<file path="config.mk">
export PLATFORM = sky130hd
export DESIGN_NAME = mem_arbiter
export DESIGN_NICKNAME = d
export VERILOG_FILES = /design/src/rtl/mem_arbiter.sv
export SDC_FILE = /design/constraint.sdc
export NUM_CORES = 1
export LEC_CHECK = 0
export CAP_MARGIN = 0
export CORE_UTILIZATION = 40
export DETAILED_ROUTE_END_ITERATION = 16
export GPL_ROUTABILITY_DRIVEN = 1
export GPL_TIMING_DRIVEN = 0
export PLACE_DENSITY = 0.95
export SETUP_SLACK_MARGIN = 0.2
export SYNTH_ARGS = -nofsm -noshare
export SYNTH_HDL_FRONTEND = slang
export SYNTH_SLANG_ARGS = --single-unit
</file>
<file path="constraint.sdc">
create_clock -name clock -period 3.2 [get_ports clock]
set_input_delay 0.64 -clock clock [delete_from_list [all_inputs] [get_ports clock]]
set_output_delay 0.64 -clock clock [all_outputs]
set_load 0.005 [all_outputs]
</file>
<file path="src/rtl/mem_arbiter.sv">
// Two-master arbiter (fetch i_*, data d_*) serialising one transaction at a time onto the single mmu port.
// Define MEM_ARB_RR_EN for round-robin arbitration; by default data has fixed priority over fetch.
module mem_arbiter #(
    parameter int RD_LATENCY = 2
) (
    input  logic        clock,
    input  logic        RST,
    input  logic        i_req,
    input  logic [31:0] i_addr,
    output logic        i_gnt,
    output logic        i_rvalid,
    output logic [31:0] i_rdata,
    input  logic        d_req,
    input  logic [31:0] d_addr,
    input  logic [31:0] d_wdata,
    input  logic [3:0]  d_be,
    input  logic        d_we,
    output logic        d_gnt,
    output logic        d_rvalid,
    output logic [31:0] d_rdata,
    output logic [31:0] m_vaddr,
    output logic [31:0] m_data,
    output logic [3:0]  m_byteena,
    output logic        m_memWE,
    input  logic [31:0] m_q
);

    localparam int CNT_W = $clog2(RD_LATENCY + 1);

    typedef enum logic [1:0] {
        IDLE  = 2'd0,
        ISSUE = 2'd1,
        WAIT  = 2'd2
    } state_t;

    state_t           state_r, state_nxt_s;
    logic [CNT_W-1:0] cnt_r, cnt_nxt_s;
    logic             owner_d_r, owner_d_nxt_s;
    logic             pick_d_s;
    logic             i_gnt_r, i_gnt_nxt_s;
    logic             d_gnt_r, d_gnt_nxt_s;
    logic             i_rvalid_r, i_rvalid_nxt_s;
    logic             d_rvalid_r, d_rvalid_nxt_s;
    logic [31:0]      i_rdata_r, i_rdata_nxt_s;
    logic [31:0]      d_rdata_r, d_rdata_nxt_s;
    logic [31:0]      m_vaddr_r, m_vaddr_nxt_s;
    logic [31:0]      m_data_r, m_data_nxt_s;
    logic [3:0]       m_byteena_r, m_byteena_nxt_s;
    logic             m_memWE_r, m_memWE_nxt_s;

`ifdef MEM_ARB_RR_EN
    logic last_d_r, last_d_nxt_s;

    // Winner select: on contention the master not granted last time wins.
    always_comb begin
        pick_d_s = d_req & (~i_req | ~last_d_r);
    end

    // Last-winner flag, starts out as fetch so data wins the first contention.
    always_ff @(posedge clock) begin
        if (RST) begin
            last_d_r <= 1'b0;
        end else begin
            last_d_r <= last_d_nxt_s;
        end
    end
`else
    // Winner select: data always beats fetch.
    always_comb begin
        pick_d_s = d_req;
    end
`endif

    // Next-state and next registered-output logic.
    always_comb begin
        state_nxt_s     = state_r;
        cnt_nxt_s       = cnt_r;
        owner_d_nxt_s   = owner_d_r;
        i_gnt_nxt_s     = 1'b0;
        d_gnt_nxt_s     = 1'b0;
        i_rvalid_nxt_s  = 1'b0;
        d_rvalid_nxt_s  = 1'b0;
        i_rdata_nxt_s   = i_rdata_r;
        d_rdata_nxt_s   = d_rdata_r;
        m_vaddr_nxt_s   = 32'd0;
        m_data_nxt_s    = 32'd0;
        m_byteena_nxt_s = 4'h0;
        m_memWE_nxt_s   = 1'b0;
`ifdef MEM_ARB_RR_EN
        last_d_nxt_s    = last_d_r;
`endif
        case (state_r)
            IDLE: begin
                if (i_req | d_req) begin
                    state_nxt_s   = ISSUE;
                    owner_d_nxt_s = pick_d_s;
`ifdef MEM_ARB_RR_EN
                    last_d_nxt_s  = pick_d_s;
`endif
                    if (pick_d_s) begin
                        d_gnt_nxt_s     = 1'b1;
                        m_vaddr_nxt_s   = d_addr;
                        m_data_nxt_s    = d_wdata;
                        m_byteena_nxt_s = d_be;
                        m_memWE_nxt_s   = d_we;
                    end else begin
                        i_gnt_nxt_s     = 1'b1;
                        m_vaddr_nxt_s   = i_addr;
                        m_data_nxt_s    = 32'd0;
                        m_byteena_nxt_s = 4'hF;
                        m_memWE_nxt_s   = 1'b0;
                    end
                end else begin
                    state_nxt_s = IDLE;
                end
            end
            ISSUE: begin
                // The registered write strobe tells us what kind of transaction is on the port.
                if (m_memWE_r) begin
                    state_nxt_s = IDLE;
                end else begin
                    state_nxt_s = WAIT;
                    cnt_nxt_s   = CNT_W'(RD_LATENCY);
                end
            end
            WAIT: begin
                cnt_nxt_s = cnt_r - CNT_W'(1);
                if (cnt_r == CNT_W'(1)) begin
                    state_nxt_s = IDLE;
                    if (owner_d_r) begin
                        d_rdata_nxt_s  = m_q;
                        d_rvalid_nxt_s = 1'b1;
                    end else begin
                        i_rdata_nxt_s  = m_q;
                        i_rvalid_nxt_s = 1'b1;
                    end
                end else begin
                    state_nxt_s = WAIT;
                end
            end
            default: begin
                state_nxt_s = IDLE;
            end
        endcase
    end

    // State and registered outputs; reset discards any read in flight.
    always_ff @(posedge clock) begin
        if (RST) begin
            state_r     <= IDLE;
            cnt_r       <= {CNT_W{1'b0}};
            owner_d_r   <= 1'b0;
            i_gnt_r     <= 1'b0;
            d_gnt_r     <= 1'b0;
            i_rvalid_r  <= 1'b0;
            d_rvalid_r  <= 1'b0;
            i_rdata_r   <= 32'd0;
            d_rdata_r   <= 32'd0;
            m_vaddr_r   <= 32'd0;
            m_data_r    <= 32'd0;
            m_byteena_r <= 4'h0;
            m_memWE_r   <= 1'b0;
        end else begin
            state_r     <= state_nxt_s;
            cnt_r       <= cnt_nxt_s;
            owner_d_r   <= owner_d_nxt_s;
            i_gnt_r     <= i_gnt_nxt_s;
            d_gnt_r     <= d_gnt_nxt_s;
            i_rvalid_r  <= i_rvalid_nxt_s;
            d_rvalid_r  <= d_rvalid_nxt_s;
            i_rdata_r   <= i_rdata_nxt_s;
            d_rdata_r   <= d_rdata_nxt_s;
            m_vaddr_r   <= m_vaddr_nxt_s;
            m_data_r    <= m_data_nxt_s;
            m_byteena_r <= m_byteena_nxt_s;
            m_memWE_r   <= m_memWE_nxt_s;
        end
    end

    assign i_gnt     = i_gnt_r;
    assign d_gnt     = d_gnt_r;
    assign i_rvalid  = i_rvalid_r;
    assign d_rvalid  = d_rvalid_r;
    assign i_rdata   = i_rdata_r;
    assign d_rdata   = d_rdata_r;
    assign m_vaddr   = m_vaddr_r;
    assign m_data    = m_data_r;
    assign m_byteena = m_byteena_r;
    assign m_memWE   = m_memWE_r;

endmodule

</file>
==> impl_metrics.tcl <==
set metrics [dict create \
    outcome "completed" \
    grt_first_pass_wirelength_mm 23.40 \
    first_iter_violations 265 \
    dp_hpwl_mm 11.77 \
    gp_congestion 0.8565 \
    switching_share 0.1995 \
    h-tree-depth 4 \
    num_rows 38 \
    clk_path_buf_depth 2 \
    first_global_vias 4642 \
    path_buf_inv 1 \
    placedCellCount 881 \
    synth_seq_cells 142 \
    ys.flop_type "dfxtp_1" \
    cp.arrival_ps 1300 \
    required_ps 2560 \
    clk_pin_slew_ps 60 \
    cap_violations 0 \
    yosysSeqAreaShare 0.6249 \
    grt_max_degree 17 \
    ys_warn_count 0 \
    grt_antenna_before_repair 0 \
    vias 4516 \
    netlist.top_cell.by_area "dfxtp_1" \
    finalHoldViolations 0 \
    routed_via_density 4.946 \
    ys_types 30 \
    die_area_um2 11800 \
    cts_hold_buf 0 \
    setup_violations 0 \
    startpoint_type "register" \
    cts_root_buf "clkbuf_16" \
    final_common_cell "clkdlybuf4s50_1" \
    die_x_um 108.6 \
    io_pins 274 \
    grt_usage 0.2673 \
    synth_nets 608 \
    leakagePower_nw 3.095 \
    seq_power_share 0.413 \
    rsz0062_at_grt "false" \
    fin_nets 898 \
    worst_pin_slew_ps 514.6 \
    clock_power_share 0.484 \
    clock_skew_ps 4.386 \
    insertion_delay_ps 410 \
    wl_per_cell_um 17.00 \
    die_y_um 108.6 \
    ys_async_sr_fraction 0 \
    crit_slowest_cell "clkdlybuf4s50_1" \
    dp_worst_setup_slack_ps 951.0 \
    postCtsSetupRepairBufs 0 \
    wirelength_mm 15.52 \
    yosys.area.top_type_share 0.6249 \
    timing.final.crit_share 0.6064 \
    syn_inst 470 \
    r2r_slack_ps 1310 \
    numCtsBuffers 17 \
    start_util 0.4142 \
    report.final.slew_viol_count 0 \
    hold_class "reg -> reg" \
    syn_to_final_growth_pct 78.11 \
    cts_tree "built" \
    synth_edf_count 0 \
    power.switching_uw 896.7 \
    final_cell_mix "clkdlybuf4s50_1, dfxtp_1, nand2_1, a21oi_1, and3_1" \
    clock-sinks 142 \
    synth.area.top_cells "dfxtp_1, nand2_1, a21oi_1" \
    portBuffers 271 \
    cts_resized 0 \
    combPwrFrac 0.103 \
    synth.avg_cell_area_um2 9.679 \
    worst_slack_ps 1260 \
    drt-pass1-iter-count 6 \
    p_total_mw 4.495 \
    fin_crit_ps 1940 \
    pwr_density_cell_nw_per_um2 554.7 \
    synth_area_um2 4549 \
    antenna_cells 0 \
    vdd.ir_drop.worst_mv 0.6135 \
    remaining_drc_errors 0 \
    core_um2 10980 \
    clock.fmax_mhz 515.3 \
    fin_cells 913 \
    cp_slowest_stage_delay_ps 550 \
    cp_cell_sequence "clkdlybuf4s50_1" \
    end_kind "output pin" \
    relSlewSlack 0.6569 \
    grt_overflow 0 \
    drtAntennaViolNets 0 \
    cpLargestDelayFamily "buffers and inverters" \
    final.setup.tns_ps 0 \
    critPathMaxFanout 2 \
    crit_type "reg -> out" \
    drive_above_1_share 0.05951 \
    p_int_mw 3.598 \
]
## sequential cells by signal (all words and copies together) (netlist names)
signal / count
m_byteena: 4
i_gnt: 1
d_gnt: 1
i_rdata: 32
d_rdata: 32
owner_d_r: 1
cnt_r: 2
m_data: 32
d_rvalid: 1
state_r: 2
i_rvalid: 1
m_memWE: 1
m_vaddr: 32
## synth_stat cells (all sizes together), types with 2 or more instances
cell type,instances
a21o,4
a21oi,66
a22o,31
and3,33
buf,9
clkbuf,30
dfxtp,142
inv,2
mux2i,2
nand2,129
nor2,4
nor3,3
## layer usage
| layer | up-vias | wire length (um) | share of wire | track usage |
|---|---|---|---|---|
| met2 | 212 | 7863 | 0.51 | 0.4806 |
| met4 | 0 | 432 | 0.028 | 0.1226 |
| li1 | 2156 | - | - | - |
| met3 | 41 | 1404 | 0.090 | 0.1010 |
| met1 | 2107 | 5816 | 0.37 | 0.2735 |
| met5 | - | 0 | 0 | 0 |
## stage by stage
step	util	area, um2	hold slack [ps]
2_1_floorplan	-	4549	436.9
3_3_place_gp	0.6771	7437	441.6
3_5_place_dp	0.6771	7437	447.3
4_1_cts	0.7378	8103	455.5
5_1_grt	0.7378	8103	469.6
6_report	0.7378	8103	455.8
## cells by family (layout without fill, tap and decap cells)
family	Yosys count	count (layout)	share of synthesized area
fa+ha+maj	1	1	0.002750
simple gates	180	180	0.1821
flops	142	142	0.6249
mux	2	2	0.004401
buf+inv	41	344	0.04236
compound gates	104	104	0.1436
## power by group through the flow
stage,logic [mW],clock network [mW],registers [mW]
after floorplan,0.125,0,1.90
after global placement,0.446,0,1.89
after detailed placement,0.459,0,1.90
after CTS,0.465,2.20,1.86
after global routing,0.496,2.29,1.86
final,0.463,2.17,1.86
## final cells by class
type	count	area (um2)
plain buffers	39	185.2
clock buffers	21	480.5
clock inverters	11	185.2
fillers	735	2880
inverters	2	7.507
multi-input cells	287	1514
flip-flops and latches	142	2843
well taps	140	175.2
repair buffers	271	2713
## final timing paths
| kind | startpoint | end | cells after the start |
|---|---|---|---|
| max | d_rdata[15] | d_rdata[15] | 1 |
| min | d_rdata[4] | d_rdata[4] | 2 |
| max reg2reg | cnt_r[0] | i_rdata[26] | 6 |
| min reg2reg | d_rdata[4] | d_rdata[4] | 2 |
(Power assumes the default switching activity.)
